$ cat src/rtl/bkm_slot_pkg.sv
// bkm_slot_pkg: command codes, register addresses, video values and FSM encoding for the BKM slot interface
package bkm_slot_pkg;

    typedef enum logic [1:0] {S_IDLE, S_REG, S_DATA, S_IRQ} state_t;

    localparam logic [7:0] CMD_IRQ    = 8'h02;
    localparam logic [7:0] CMD_INIT   = 8'h10;
    localparam logic [7:0] CMD_ID     = 8'h20;
    localparam logic [7:0] CMD_VIDEO  = 8'h21;
    localparam logic [7:0] CMD_PREP   = 8'h22;
    localparam logic [7:0] CMD_SERIAL = 8'h23;
    localparam logic [7:0] BYTE_SEL   = 8'hFF;

    localparam logic [7:0] REG_ID   = 8'h00;
    localparam logic [7:0] REG_INT  = 8'h41;
    localparam logic [7:0] REG_RGB  = 8'h00;
    localparam logic [7:0] REG_VOE  = 8'h10;
    localparam logic [7:0] REG_FMT  = 8'h31;
    localparam logic [7:0] REG_BUSY = 8'h27;
    localparam logic [5:0] REG_INIT_PAGE = 6'h10;
    localparam logic [4:0] REG_PREP_PAGE = 5'h04;

    localparam logic [7:0] VID_RGB    = 8'h04;
    localparam logic [7:0] VID_OE_INT = 8'h08;
    localparam logic [7:0] VID_OE_EXT = 8'h09;
    localparam logic [7:0] INT_CLR    = 8'h02;
    localparam logic [7:0] IRQ_OFF    = 8'h00;
    localparam logic [7:0] IRQ_ON     = 8'h01;

    function automatic logic fmt_is_hd(input logic [7:0] f);
        return f >= 8'd1 && f <= 8'd3;
    endfunction

endpackage

$ cat src/rtl/bkm_bus_sync.sv
// bkm_bus_sync: two-flop synchronizer for the asynchronous slot bus plus clk_rw rising-edge detect
module bkm_bus_sync (
    input  logic       clk_20mhz,
    input  logic       reset,
    input  logic       clk_rw,
    input  logic       ax_d,
    input  logic       r_wx,
    input  logic       slot_x_int_x,
    input  logic [7:0] data_in,
    output logic       ax_d_s,
    output logic       r_wx_s,
    output logic       slot_s,
    output logic [7:0] data_s,
    output logic       xfer
);
    logic [11:0] meta, sync;
    logic rw_d;
    // all bus lines share the same two-stage delay so they stay aligned with the strobe
    always_ff @(posedge clk_20mhz) begin
        if (reset) begin
            meta <= '0;
            sync <= '0;
            rw_d <= 1'b0;
        end else begin
            meta <= {clk_rw, ax_d, r_wx, slot_x_int_x, data_in};
            sync <= meta;
            rw_d <= sync[11];
        end
    end
    assign {ax_d_s, r_wx_s, slot_s, data_s} = sync[10:0];
    assign xfer = sync[11] & ~rw_d;
endmodule

$ cat src/rtl/bkm_slot_if.sv
// bkm_slot_if: option-slot bus target with init, video, prepare and identity register pages
module bkm_slot_if
    import bkm_slot_pkg::*;
#(
    parameter logic [7:0]              ID_CODE    = 8'h88,
    parameter int                      SERIAL_LEN = 7,
    parameter logic [SERIAL_LEN*8-1:0] SERIAL     = "2000555",
    parameter int                      BUSY_READS = 13
) (
    input  logic       clk_20mhz,
    input  logic       reset,
    input  logic       clk_rw,
    input  logic       ax_d,
    input  logic       r_wx,
    input  logic       slot_x_int_x,
    input  logic [7:0] data_in,
    output logic [7:0] data_out,
    output logic       data_oe_x,
    output logic       int_x,
    output logic       int_oe_x,
    output logic       video_oe_x,
    output logic       rgb_comp_x,
    output logic       int_ext_x,
    output logic       hd_sd_x
);
    localparam logic [7:0] BUSY_LOAD = 8'(BUSY_READS);
    localparam logic [7:0] SER_LAST  = 8'(SERIAL_LEN);

    logic ax_s, rw_s, slot_s, xfer, sel, new_cmd, cmd_ok;
    logic [7:0] din, cmd, reg_a, fmt, busy_cnt, rd_val;
    logic [7:0] init_r [4];
    logic [7:0] prep [8];
    logic [SERIAL_LEN*8-1:0] ser_sh;
    state_t state;

    bkm_bus_sync u_sync (
        .clk_20mhz(clk_20mhz), .reset(reset), .clk_rw(clk_rw), .ax_d(ax_d), .r_wx(r_wx),
        .slot_x_int_x(slot_x_int_x), .data_in(data_in), .ax_d_s(ax_s), .r_wx_s(rw_s),
        .slot_s(slot_s), .data_s(din), .xfer(xfer)
    );

    // a command byte in S_DATA aborts the pending access and is decoded like one in S_IDLE
    assign new_cmd = xfer && !ax_s && (state == S_IDLE || state == S_DATA);
    assign cmd_ok  = (din == CMD_INIT && !slot_s) || (din >= CMD_ID && din <= CMD_SERIAL && sel);
    assign ser_sh  = SERIAL << {reg_a - 8'd1, 3'b000};
    assign hd_sd_x = !fmt_is_hd(fmt);

    // read mux for the current command page; prep[7] is the busy-status register 0x27
    always_comb begin
        rd_val = 8'hFF;
        if (cmd == CMD_INIT && reg_a[7:2] == REG_INIT_PAGE)
            rd_val = init_r[reg_a[1:0]];
        else if ((cmd == CMD_ID || cmd == CMD_SERIAL) && reg_a == REG_ID)
            rd_val = ID_CODE;
        else if (cmd == CMD_VIDEO && reg_a == REG_FMT)
            rd_val = fmt;
        else if (cmd == CMD_PREP && reg_a[7:3] == REG_PREP_PAGE)
            rd_val = reg_a == REG_BUSY ? (busy_cnt > 8'd1 ? prep[7] : 8'h00) : prep[reg_a[2:0]];
        else if (cmd == CMD_SERIAL && reg_a <= SER_LAST)
            rd_val = ser_sh[SERIAL_LEN*8-1 -: 8];
    end

    // protocol FSM with all register side effects; the slot-number write (0x03) has no consumer and is dropped
    always_ff @(posedge clk_20mhz) begin
        if (reset) begin
            state      <= S_IDLE;
            sel        <= 1'b0;
            cmd        <= 8'h00;
            reg_a      <= 8'h00;
            data_out   <= 8'hFF;
            data_oe_x  <= 1'b1;
            int_x      <= 1'b0;
            int_oe_x   <= 1'b0;
            video_oe_x <= 1'b1;
            rgb_comp_x <= 1'b0;
            int_ext_x  <= 1'b0;
            fmt        <= 8'h00;
            busy_cnt   <= 8'h00;
            init_r     <= '{8'hFF, 8'hFD, 8'hFF, 8'hFD};
            prep       <= '{default: 8'h00};
        end else begin
            data_oe_x <= !(sel && state == S_DATA && rw_s && ax_s);
            if (state == S_DATA)
                data_out <= rd_val;
            if (new_cmd) begin
                state <= cmd_ok ? S_REG : din == CMD_IRQ ? S_IRQ : S_IDLE;
                if (cmd_ok)
                    cmd <= din;
                if (din == BYTE_SEL)
                    sel <= !sel;
            end else if (xfer) begin
                case (state)
                    S_REG: begin
                        reg_a <= din;
                        state <= S_DATA;
                    end
                    S_DATA: begin
                        state <= S_IDLE;
                        if (!rw_s) begin
                            if (cmd == CMD_INIT && reg_a == REG_INT && din == INT_CLR) begin
                                int_x     <= 1'b1;
                                init_r[1] <= 8'hFF;
                            end else if (cmd == CMD_INIT && reg_a[7:2] == REG_INIT_PAGE)
                                init_r[reg_a[1:0]] <= din;
                            if (cmd == CMD_VIDEO && reg_a == REG_RGB)
                                rgb_comp_x <= din != VID_RGB;
                            if (cmd == CMD_VIDEO && reg_a == REG_VOE) begin
                                video_oe_x <= din != VID_OE_INT && din != VID_OE_EXT;
                                int_ext_x  <= din == VID_OE_INT ? 1'b0 : din == VID_OE_EXT ? 1'b1 : int_ext_x;
                            end
                            if (cmd == CMD_VIDEO && reg_a == REG_FMT)
                                fmt <= din;
                            if (cmd == CMD_PREP && reg_a[7:3] == REG_PREP_PAGE)
                                prep[reg_a[2:0]] <= din;
                            if (cmd == CMD_PREP && reg_a == REG_BUSY)
                                busy_cnt <= din != 8'h00 ? BUSY_LOAD : 8'h00;
                        end else if (cmd == CMD_PREP && reg_a == REG_BUSY) begin
                            busy_cnt <= busy_cnt > 8'd1 ? busy_cnt - 8'd1 : 8'h00;
                            if (busy_cnt <= 8'd1)
                                prep[7] <= 8'h00;
                        end
                    end
                    S_IRQ: begin
                        if (din == IRQ_ON)
                            int_oe_x <= 1'b1;
                        else if (din == IRQ_OFF)
                            int_oe_x <= 1'b0;
                        else if (din == BYTE_SEL) begin
                            state <= S_IDLE;
                            if (!int_oe_x)
                                sel <= 1'b0;
                        end
                    end
                    default: ;
                endcase
            end
        end
    end
endmodule

$ cat config.mk
export PLATFORM = sky130hd
export DESIGN_NAME = bkm_slot_if
export DESIGN_NICKNAME = d
export VERILOG_FILES = /design/src/rtl/bkm_slot_pkg.sv /design/src/rtl/bkm_bus_sync.sv /design/src/rtl/bkm_slot_if.sv
export SDC_FILE = /design/constraint.sdc
export NUM_CORES = 1
export LEC_CHECK = 0
export BUFFER_PORTS_ARGS = -buffer_cell sky130_fd_sc_hd__buf_4
export CAP_MARGIN = 20
export CORE_ASPECT_RATIO = 1.2
export CORE_UTILIZATION = 66
export CTS_CLUSTER_SIZE = 25
export DETAILED_ROUTE_END_ITERATION = 10
export PLACE_DENSITY = 0.83
export SLEW_MARGIN = 0
export SYNTH_ARGS = -nofsm -noshare
export SYNTH_HDL_FRONTEND = slang
export SYNTH_HIERARCHICAL = 1
export SYNTH_SLANG_ARGS = --single-unit
export TNS_END_PERCENT = 1
$ cat constraint.sdc
create_clock -name clk_20mhz -period 7.8 [get_ports clk_20mhz]
set_input_delay 1.56 -clock clk_20mhz [delete_from_list [all_inputs] [get_ports clk_20mhz]]
set_output_delay 1.56 -clock clk_20mhz [all_outputs]
set_load 0.02 [all_outputs]
# Word-level counts from Yosys, hierarchy flattened
# Index checks and enable logic that the tools add are counted.
dict set report word_totals {
  out_inout_bits 15
  wordCells 186
  in_bits 14
  regBits 170
}
dict set report classes {
  magnitude_cmp 11
  n_eq_ne 31
  muxes 50
  n_reduce_logical 56
  n_addsub 2
  bitwise_logic 7
  n_shift 1
}
# op n
set op_table {}
lappend op_table {{2-to-1 mux 8 bit} 22}
lappend op_table {{bitwise mux 64 bit} 1}
lappend op_table {{left shift 54 x 11 -> 56 bit, first input constant} 1}
lappend op_table {{== test 8 x 6 -> 1 bit, second input constant} 6}
lappend op_table {{AND reduction 5 bit} 7}
lappend op_table {{bitwise mux 32 bit} 1}
lappend op_table {{binary-select mux 8 bit (select 3 bit)} 1}
lappend op_table {{demux 8 bit (select 3 bit)} 1}
lappend op_table {{== test 8 x 5 -> 1 bit, second input constant} 3}
lappend op_table {{2-to-1 mux 24 bit} 1}
lappend op_table {{AND reduction 6 bit} 4}
lappend op_table {{logical AND 1 bit} 22}
lappend op_table {{binary-select mux 8 bit (select 2 bit)} 1}
lappend op_table {{demux 8 bit (select 2 bit)} 1}
lappend op_table {{== test 8 x 4 -> 1 bit, second input constant} 2}
lappend op_table {{zero test 8 bit} 2}
lappend op_table {{!= test 8 x 4 -> 1 bit, second input constant} 2}
lappend op_table {{subtractor 8 x 1 -> 8 bit, second input constant} 2}
lappend op_table {{2-to-1 mux 2 bit} 7}
lappend op_table {{2-to-1 mux 1 bit} 12}
lappend op_table {{nonzero test 2 bit} 6}
lappend op_table {{!= test 3 bit, second input constant} 3}
lappend op_table {{== test 8 x 1 -> 1 bit, second input constant} 1}
lappend op_table {{== test 8 x 2 -> 1 bit, second input constant} 1}
lappend op_table {{34 further kinds} 48}

# Longest topological paths before layout
# Gate-level depths: netlist (run 1).
dict set report logic_depth {
  ltp_word 9
  depth_mapped 11
  depth_no_buf 8
}

# By module
# The synthesis (run 1) kept the hierarchy.
# mod area_each_um2 seq_area_each_um2 instances cells_each
set by_module_without_submodules {}
lappend by_module_without_submodules {bkm_slot_if 6980.4 2902.8 1 829}
lappend by_module_without_submodules {bkm_bus_sync 748.2 500.5 1 61}

# Least setup slack after synthesis (run 1)
# Ideal clock, no wire load.
dict set report synth_path {
  path_kind {reg-to-reg}
  start {reg reg_a[0]}
  end {reg data_out[2]}
  required_ns 7.713
  setup_ns 0.087
  arrival_time_ns 2.781
  stages_incl_launch_ff 11
  setup_slack_ns 4.932
  n_path_buf 2
  period_less_slack_ns 2.868
  path_cell_list {dfxtp_1 clkbuf_1 buf_1 inv_1 ha_1 o21bai_1 a211oi_1 o311ai_0 o41ai_1 nand2_1 o31ai_1}
}
dict set report synth_via {
  elab_chain_cells 9
  word_cells_on_any_way 23
  classes_between {add/sub: 1; order compare: 1; eq/ne: 2; shift: 1; mux: 12; bitwise: 2; reduce/logical: 4}
}
# element line_no
set synth_lines {}
lappend synth_lines {{start: declaration} bkm_slot_if.sv:30} ;# logic [7:0] din, cmd, reg_a, fmt, busy_cnt, rd_val;
lappend synth_lines {{start signal: assignment} bkm_slot_if.sv:94} ;# reg_a <= din;
lappend synth_lines {{parallel branches: the longest is 8 deep, another holds subtractor 8 x 1 -> 8 bit} n/a}
lappend synth_lines {{2-to-1 mux 8 bit *} bkm_slot_if.sv:51} ;# if (cmd == CMD_INIT && reg_a[7:2] == REG_INIT_PAGE)
lappend synth_lines {{end signal: assignment} bkm_slot_if.sv:84} ;# data_out <= rd_val;
lappend synth_lines {{end: declaration} bkm_slot_if.sv:17} ;# output logic [7:0] data_out,
# Every way passes the cells marked *. The select of a mux whose other input is x is not followed.
# A chain may end at the register's enable or synchronous reset.

# Worst setup path in the final report (run 1)
dict set report layout_path {
  start {reg reg_a[1]}
  end {reg data_out[0]}
}
# The elaborated chain is that of the path after synthesis.

==> reports/results.ini, run 1 <==
[run_status]
status=completed

[grt]
grt_max_degree=107
grt_pass1_wl_um=32300
grtUsageTotal_pct=34.9
overflow=0
grt_pass1_vias=6378
antenna_found_initial=0

[power_and_ir_drop]
internal-power_w=0.00147
power.net_switching_w=0.000392
peakVddDrop_mv=0.187
p_leak_nw=3.40
power_frac_seq_pct=48.1
power.share.clock_pct=49.2
switching_share_pct=21.1
powerDensity_mw_per_mm2=219
combinationalPowerShare_pct=2.7

[detailed_routing]
wirelength_um=20400
post_drt_via_cell_ratio=6.51
wl_per_cell_um=19.7
drcViolationCount=0
drt_iter0_markers=726
postRouteAntennaNets=0
drt-pass1-iter-count=8
num_vias=6716

[worst_setup_path]
critPathKind=reg2reg
reg2reg_depth=8
r2r-end=data_out[0]
crit_path_end_kind=register
r2r_setup_slack_ns=4.52
path_cells=buf_4 > ha_1 > nand4b_1 > or4_1 > nor2_1 > a221o_1 > o21ai_0 > o211ai_1
crit_slowest_cell=or4_1
cp_max_fo=42
crit_required_ns=8.16
critical_path.max_stage_delay_ns=0.64
startpoint_type=register
crit_arrival_ns=3.63
r2r_start=reg_a[1]

[timing]
worstMarginPinSlew_ns=1.01
rsz0062_at_grt=no
finalSetupViolCount=0
clock-skew-final_ns=0.00650
drv_slew=0
fin_crit_sh_pct=42.0
slew_headroom_pct=32.7
clock.fmax_mhz=305
hold_violations=0
fin_tns_setup_ns=0
min_period_ns=3.28

[yosys]
synth_cell_types=60
ys_ff_latch=170
synth_flop_cell=dfxtp_1
ys_top_cells_by_area=dfxtp_1 44%, mux2i_1 6.9%, nand2_1 5.9%
ys_seq_area_share_pct=44.0
async_reset_ff_share_pct=0
syn_nets=911
post-synth-top-area-fraction_pct=44.0
synth_edf_count=0
synthCells=890
ys.warnings.count=6
avgSynthCellArea_um2=8.68
yosysTopAreaCell=dfxtp_1
syn-cell-area_mm2=0.00773

[finish]
fin_nets=886
multi_input_comb_area_mm2=0.00396
nFillCells=788
drive_above_1_share_pct=10.0
stdcell_count=1032
areaGrowthSynthToFinish_pct=9.88
fin_util_pct=75.9
postLayoutCellArea_mm2=0.00849
n_antenna_cell=0
regArea_mm2=0.00340

[die]
die_y_um=121
start_util_pct=69.0
dieArea_mm2=0.0121
rows=42
io_pins=29
die_w_um=101
core-area_mm2=0.0112

[clock_tree]
cts_tree=built
h-tree-depth=4
cts-root-buf=clkbuf_16
ctsLongestPathBuffers=2
path_clk_slew_ns=0.06
clock_latency_ns=0.43
numCtsBuffers=17
ctsHoldBuffers=0
cts_sinks=170
cts_setup_buffers=0
ctsResizeCount=0

[placed_design]
dp_hpwl_um=13100
gp_congestion=0.912
placed_cells=1000
io_buffer_count=28
dpl_cell_area_mm2=0.00784

[worst_hold_path]
min_from=u_sync/meta[8]
min_path_cells=1
min_to=u_sync/sync[8]
hold_class=reg2reg

[flow_run]
cap_viol_max_count=0

cell families (layout without fill, tap and decap cells):
logic type | count (synthesis) | after routing | synth area share (%)
AND/OR/NAND/NOR | 401 | 401 | 25.8
flip-flops | 170 | 170 | 44.0
AO/OA/AOI/OAI | 149 | 149 | 12.7
buffers and inverters | 89 | 77 | 4.95
multiplexers | 67 | 67 | 10.7
adder cells (fa/ha/maj) | 7 | 7 | 1.13
XOR/XNOR | 7 | 7 | 0.793
flip-flops by register name (all words and copies together), names as in the netlist, 2 cells and up:
| name | cells |
|---|---|
| reg_a | 8 |
| data_out | 8 |
| cmd | 8 |
| fmt | 8 |
| prep | 64 |
| u_sync/sync | 12 |
| u_sync/meta | 12 |
| state | 2 |
| init_r | 32 |
| busy_cnt | 8 |
worst max path at each step:
stage / startpoint / endpoint / slack, ns / cells after the start
finish: reg_a[1] / data_out[0] / 4.52 / 8
global route: reg_a[1] / prep[7] / 4.35 / 7
CTS: reg_a[1] / data_out[4] / 4.61 / 8
detailed placement: reset / cmd[7] / 4.43 / 4
global placement: reset / cmd[2] / 4.49 / 4
floorplan: reg_a[0] / data_out[2] / 4.93 / 10
cell usage after synthesis, drive strengths merged (5+ instances only):
| cell type | number |
|---|---|
| dfxtp | 170 |
| nand2 | 121 |
| nor2 | 100 |
| clkbuf | 60 |
| mux2i | 53 |
| a21oi | 52 |
| nand3 | 42 |
| nor2b | 30 |
| nand3b | 28 |
| nor3 | 21 |
| buf | 17 |
| o21ai | 16 |
| inv | 12 |
| mux4 | 12 |
| nor4 | 10 |
| o21bai | 10 |
| a22o | 8 |
| and3 | 8 |
| a21o | 7 |
| a31oi | 7 |
| ha | 7 |
| nand4 | 7 |
| o211ai | 7 |
| a211oi | 6 |
| nand2b | 6 |
| and2 | 5 |
| o22ai | 5 |
| o31ai | 5 |
cell usage in the layout, fill, tap and decap left out, types with 4 or more instances in the layout:
master / count
dfxtp_1: 170
nand2_1: 121
nor2_1: 100
mux2i_1: 53
a21oi_1: 52
nand3_1: 42
buf_4: 33
nor2b_1: 30
nand3b_1: 28
nor3_1: 21
clkbuf_16: 17
o21ai_0: 16
inv_1: 12
mux4_2: 12
o21bai_1: 10
nor4_1: 8
and3_1: 8
a22o_1: 8
o211ai_1: 7
a21o_1: 7
nand4_1: 7
a31oi_1: 7
ha_1: 7
nand2b_1: 6
a211oi_1: 6
o22ai_1: 5
o31ai_1: 5
and2_1: 5
xor2_1: 4
or2_2: 4
nor3b_1: 4
bufinv_16: 4
clkbuf_8: 4
clkinvlp_4: 4
layer usage:
layer / up-vias / wire length, um / GRT usage (%)
li1: 3052 / - / -
met1: 3204 / 8050 / 43.9
met2: 380 / 9800 / 55.7
met3: 80 / 1620 / 6.65
met4: 0 / 906 / 20.2
met5: - / 0 / 0
power groups by stage:
stage / clock network (W) / registers [W] / logic, W
5_1_grt: 0.000954 / 0.000895 / 0.0000546
3_3_place_gp: 0 / 0.000912 / 0.0000486
4_1_cts: 0.000918 / 0.000893 / 0.0000505
3_5_place_dp: 0 / 0.000912 / 0.0000501
6_report: 0.000915 / 0.000894 / 0.0000509
2_1_floorplan: 0 / 0.000902 / 0.0000421
through the flow:
stage	setup WS (ns)	total power (W)	hold slack, ns
finish	4.52	0.00186	0.437
global placement	4.49	0.000961	0.419
floorplan	4.93	0.000944	0.406
global route	4.35	0.00190	0.447
CTS	4.61	0.00186	0.435
detailed placement	4.43	0.000963	0.420
layout make-up:
| type | count | share of cell area, % |
|---|---|---|
| Clock inverter | 10 | 1.93 |
| Clock buffer | 22 | 5.70 |
| Tap cell | 154 | 2.27 |
| Sequential cell | 170 | 40.1 |
| Multi-Input combinational cell | 631 | 46.6 |
| Timing Repair Buffer | 33 | 2.92 |
| Inverter | 12 | 0.530 |
critical path: cells and delay by family (launching register included):
kind,cells,cell delay (ns)
AOI/OAI and AO/OA,3,0.55
adders and majority gates,1,0.55
buffers and inverters,1,0.43
DFF,1,0.31
and+or+nand+nor,3,1.32
Power figures use the tool's default switching activity.
==> run 2, diff against run 1 <==
- CORE_UTILIZATION: 66 -> 62
- PLACE_DENSITY: 0.83 -> 0.79
- clock period: 7.8 -> 3.4 ns (I/O delays scaled with it)
==> reports/results.ini, run 2 (synthesis results as in run 1) <==
[timing]
rsz0062_at_grt=no
finalSetupViolCount=0  ; unchanged
drv_slew=0  ; unchanged
min_period_ns=2.91  ; -0.364 ns
worstMarginPinSlew_ns=1.04  ; +0.0336 ns
slew_headroom_pct=29.8  ; -2.9 points
fin_crit_sh_pct=85.7  ; +44 points
fin_tns_setup_ns=0  ; unchanged
clock-skew-final_ns=0.00600  ; -0.000508 ns
clock.fmax_mhz=343  ; +12%
whs_ns=0.436  ; -0.00117 ns
hold_violations=0  ; unchanged

[clock_tree]
ctsHoldBuffers=0  ; unchanged
cts_tree=built
cts_setup_buffers=0  ; unchanged
clock_latency_ns=0.44  ; about the same
cts_sinks=170  ; unchanged
path_clk_slew_ns=0.06  ; about the same
cts-root-buf=clkbuf_16
numCtsBuffers=17  ; unchanged
ctsResizeCount=0  ; unchanged
ctsLongestPathBuffers=2  ; unchanged
h-tree-depth=4  ; unchanged

[worst_setup_path]
crit_arrival_ns=3.22  ; -0.41 ns
crit_path_end_kind=register
r2r_setup_slack_ns=0.49  ; -4.04 ns
r2r-end=prep[61]
r2r_start=u_sync/sync[11]
reg2reg_depth=9  ; +1
cp_max_fo=9  ; -79%
startpoint_type=register
startpoint=u_sync/sync[11]
critPathKind=reg2reg
crit_required_ns=3.71  ; -4.45 ns

[detailed_routing]
drcViolationCount=0  ; unchanged
post_drt_via_cell_ratio=6.48  ; -0.39%
num_vias=6826  ; +1.6%
drt-pass1-iter-count=5  ; -3
drt_iter0_markers=734  ; +1.1%
wl_per_cell_um=20.3  ; +2.7%
postRouteAntennaNets=0  ; unchanged
wirelength_um=21300  ; +4.7%

[finish]
layout_common_cells=170 x dfxtp_1, 121 x nand2_1, 100 x nor2_1
largest_reg_flops=64  ; unchanged
multi_input_comb_area_mm2=0.00396  ; unchanged
top_register=prep
nFillCells=929  ; +18%
reg_top3=prep x64, init_r x32
layout_commonest_cell=dfxtp_1
n_antenna_cell=0  ; unchanged
areaGrowthSynthToFinish_pct=10.8
fin_nets=901  ; +1.7%
regArea_mm2=0.00340  ; unchanged
drive_above_1_share_pct=11.3  ; +1.3 points

[power_and_ir_drop]
p_leak_nw=3.46  ; +1.8%
powerDensity_mw_per_mm2=481  ; +120%
peakVddDrop_mv=0.409  ; +120%

[placed_design]
gp_congestion=1.01  ; +10%
dp_hpwl_um=13900  ; +5.6%
io_buffer_count=28  ; unchanged

[grt]
antenna_found_initial=0  ; unchanged
grt_pass1_wl_um=34100  ; +5.7%
overflow=0  ; unchanged
grt_pass1_vias=6555  ; +2.8%
grtUsageTotal_pct=33.9  ; -1.0 points
grt_max_degree=128  ; +20%

[die]
core-area_mm2=0.0121  ; +8.2%
dieArea_mm2=0.0129  ; +6.3%
rows=44  ; +4.8%
io_pins=29  ; unchanged
die_y_um=124  ; +3.1%
start_util_pct=63.8  ; -5.2 points
die_w_um=104  ; +3.1%

[flow_run]
cap_viol_max_count=0  ; unchanged

[worst_hold_path]
min_to=u_sync/sync[0]
hold_class=reg2reg
min_path_cells=1  ; unchanged
min_from=u_sync/meta[0]

[run_status]
status=completed

run 2: cell count changes in the layout (fill, tap and decap cells not counted):
cell / delta
buf_12: +1
clkbuf_8: -1
clkinvlp_4: -1
buf_4: +14
inv_6: +2
clkbuf_1: +1
bufinv_16: -2
run 2: stage by stage:
| step | utilization [%] | total power (W) | setup WS (ns) | instances | cell area (um2) |
|---|---|---|---|---|---|
| 5_1_grt | 70.7 | 0.00422 | 0.295 | 1053 | 8570 |
| 3_3_place_gp | 65.9 | 0.00222 | 0.696 | 1022 | 7980 |
| 6_report | 70.7 | 0.00412 | 0.487 | 1053 | 8570 |
| 3_5_place_dp | 65.9 | 0.00222 | 0.659 | 1022 | 7980 |
| 2_1_floorplan | - | 0.00217 | 0.532 | 890 | 7730 |
| 4_1_cts | 70.7 | 0.00412 | 0.610 | 1053 | 8570 |
run 2: worst max-delay path, stage by stage, from the launching register on:
cell,delay (ns)
dfxtp_1,0.32
nor2b_1,0.12
buf_4,0.15
nand4b_1,0.26
or2_2,0.45
nor4_2,0.38
buf_4,0.26
nand3b_1,0.45
mux2i_1,0.33
nor2_1,0.07
run 2: how the worst max path moves through the flow:
stage | end | cells after the start
after floorplan | data_out[2] | 10
after global placement | prep[32] | 6
after detailed placement | prep[0] | 6
after CTS | init_r[26] | 8
after global routing | prep[56] | 9
final | prep[61] | 9
run 2: report_power, final:
group	internal, W	switching [W]
logic	0.0000553	0.0000979
registers	0.00201	0.0000154
clock network	0.00114	0.000799
run 2: final cells by class:
type / count / share of cell area [%]
Clock buffer: 22 / 5.54
Clock inverter: 9 / 1.33
Inverter: 12 / 0.526
Multi-Input combinational cell: 631 / 46.2
Sequential cell: 170 / 39.7
Tap cell: 161 / 2.35
Timing Repair Buffer: 48 / 4.35
run 2: routing by layer:
layer	wire length [um]	up-vias	global-route usage, %	part of all wire (%)
li1	-	3088	-	-
met1	8190	3215	41.2	38
met2	10100	439	55.7	48
met3	2040	84	8.01	9.5
met4	974	0	17.4	4.6
met5	0	-	0	0
==> run 3, diff against run 2 <==
==> constraint.sdc (replaced) <==
create_clock -name clk_20mhz -period 3.4 [get_ports clk_20mhz]
set_input_delay 0.51 -clock clk_20mhz [delete_from_list [all_inputs] [get_ports clk_20mhz]]
set_output_delay 0.51 -clock clk_20mhz [all_outputs]
set_load 0.02 [all_outputs]
==> reports/results.ini, run 3 (synthesis results as in run 1) <==
[run_status]
status=completed

[finish]
fin_nets=906  ; +0.55%
drive_above_1_share_pct=12.1  ; +0.82 points
reg_top3=prep x64, init_r x32
largest_reg_flops=64  ; unchanged
top_register=prep
layout_commonest_cell=dfxtp_1
layout_common_cells=170 x dfxtp_1, 121 x nand2_1, 100 x nor2_1
n_antenna_cell=0  ; unchanged
areaGrowthSynthToFinish_pct=11.2

[timing]
fin_tns_setup_ns=0  ; unchanged
min_period_ns=2.93  ; +0.0129 ns
fin_crit_sh_pct=86.0  ; +0.38 points
clock.fmax_mhz=342  ; -0.44%
rsz0062_at_grt=no
finalSetupViolCount=0  ; unchanged
drv_slew=0  ; unchanged
worstMarginPinSlew_ns=0.916  ; -0.127 ns
hold_violations=0  ; unchanged
clock-skew-final_ns=0.00743  ; +0.00143 ns
slew_headroom_pct=38.5  ; +8.6 points

[grt]
antenna_found_initial=0  ; unchanged
grt_max_degree=92  ; -28%
grt_pass1_wl_um=34400  ; +0.71%
grtUsageTotal_pct=34.2  ; +0.30 points
grt_pass1_vias=6701  ; +2.2%
overflow=0  ; unchanged

[worst_setup_path]
cp_max_fo=9  ; unchanged
crit_arrival_ns=3.24  ; +0.02 ns
crit_slowest_cell=nand3b_1
critical_path.max_stage_delay_ns=0.51  ; +0.06 ns
crit_required_ns=3.71  ; about the same
path_cells=nor2b_1 > buf_4 > nand4b_1 > or2_2 > nor4_2 > buf_4 > nand3b_1 > mux2i_1 > nor2_1
worst_path_most_repeated_cell=buf_4
reg2reg_depth=9  ; unchanged
critPathKind=reg2reg
startpoint_type=register
crit_path_end_kind=register

[power_and_ir_drop]
power.share.clock_pct=47.1  ; about the same
finalPower_w=0.00412  ; about the same
peakVddDrop_mv=0.431  ; +5.3%
powerDensity_mw_per_mm2=479  ; -0.32%
combinationalPowerShare_pct=3.7  ; about the same
switching_share_pct=24.0  ; +1.9 points
power.net_switching_w=0.000990  ; +8.4%
power_frac_seq_pct=49.3  ; about the same
p_leak_nw=3.50  ; +1.1%
internal-power_w=0.00313  ; -2.4%

[clock_tree]
ctsLongestPathBuffers=2  ; unchanged
ctsHoldBuffers=0  ; unchanged
ctsResizeCount=0  ; unchanged
cts_setup_buffers=0  ; unchanged
h-tree-depth=4  ; unchanged
clock_latency_ns=0.43  ; about the same
numCtsBuffers=17  ; unchanged
cts_sinks=170  ; unchanged
cts_tree=built
cts-root-buf=clkbuf_16
path_clk_slew_ns=0.07  ; about the same

[worst_hold_path]
min_path_cells=2  ; +1
hold_class=in2reg

[placed_design]
dp_hpwl_um=14600  ; +5.3%
gp_congestion=1.00  ; -0.39%
io_buffer_count=28  ; unchanged

[die]
dieArea_mm2=0.0129  ; unchanged
core-area_mm2=0.0121  ; unchanged
rows=44  ; unchanged
die_w_um=104  ; unchanged
die_y_um=124  ; unchanged
io_pins=29  ; unchanged
start_util_pct=63.8  ; unchanged

[detailed_routing]
wirelength_um=21300  ; unchanged
num_vias=6748  ; -1.1%
drcViolationCount=0  ; unchanged
post_drt_via_cell_ratio=6.37  ; -1.7%
drt_iter0_markers=671  ; -8.6%
wl_per_cell_um=20.2  ; -0.57%
drt-pass1-iter-count=5  ; unchanged
postRouteAntennaNets=0  ; unchanged

[flow_run]
cap_viol_max_count=0  ; unchanged

==> run 3: changes by cell type in the layout (fill, tap and decap cells not counted), moves of 2 or more <==
cell / previous run / this run
clkinvlp_4: 3 / 0
clkbuf_8: 3 / 1
buf_4: 47 / 53
inv_8: 0 / 4
inv_6: 2 / 6
clkbuf_1: 2 / 0
==> run 3: layout make-up <==
cell class / instances / area [um2]
Inverter: 12 / 45.0
Multi-Input combinational cell: 631 / 3960
Clock buffer: 18 / 439
Clock inverter: 14 / 150
Tap cell: 161 / 201
Fill cell: 918 / 3520
Timing Repair Buffer: 53 / 398
Sequential cell: 170 / 3400
==> run 3: critical path, delay by kind of cell, from the launching register on <==
family | cells | cell delay (ns)
buf+inv | 2 | 0.41
flops | 1 | 0.33
simple gates | 6 | 1.71
mux | 1 | 0.34
==> run 3: through the flow <==
step,cell area [um2],setup WS [ns],hold WS (ns),utilization (%),instances
floorplan,7730,0.532,0.406,-,890
global placement,8000,0.580,0.414,66.1,1027
detailed placement,8000,0.577,0.418,66.1,1027
CTS,8590,0.532,0.284,70.9,1059
global route,8590,0.327,0.287,70.9,1059
finish,8590,0.474,0.288,70.9,1059
==> run 3: worst paths after layout <==
kind	from	to	slack, ns
worst max-delay path	u_sync/sync[11]	prep[60]	0.47
worst min-delay path	data_in[1]	u_sync/meta[1]	0.29
worst max register to register	u_sync/sync[11]	prep[60]	0.47
worst min register to register	u_sync/meta[11]	u_sync/sync[11]	0.43
==> run 3: layer usage <==
metal / track usage, % / vias to the layer above / part of all wire, %
met1: 43.0 / 3190 / 39
met3: 6.96 / 83 / 9.3
met2: 56.2 / 382 / 48
met4: 16.1 / 0 / 3.8
li1: - / 3093 / -
met5: 0 / - / 0
==> run 3: power groups by stage <==
stage / sequential, W / combinational [W] / clock, W
after CTS: 0.00203 / 0.000149 / 0.00195
after detailed placement: 0.00207 / 0.000148 / 0
after global placement: 0.00207 / 0.000146 / 0
after floorplan: 0.00207 / 0.0000966 / 0
after global routing: 0.00203 / 0.000162 / 0.00204
final: 0.00203 / 0.000152 / 0.00194
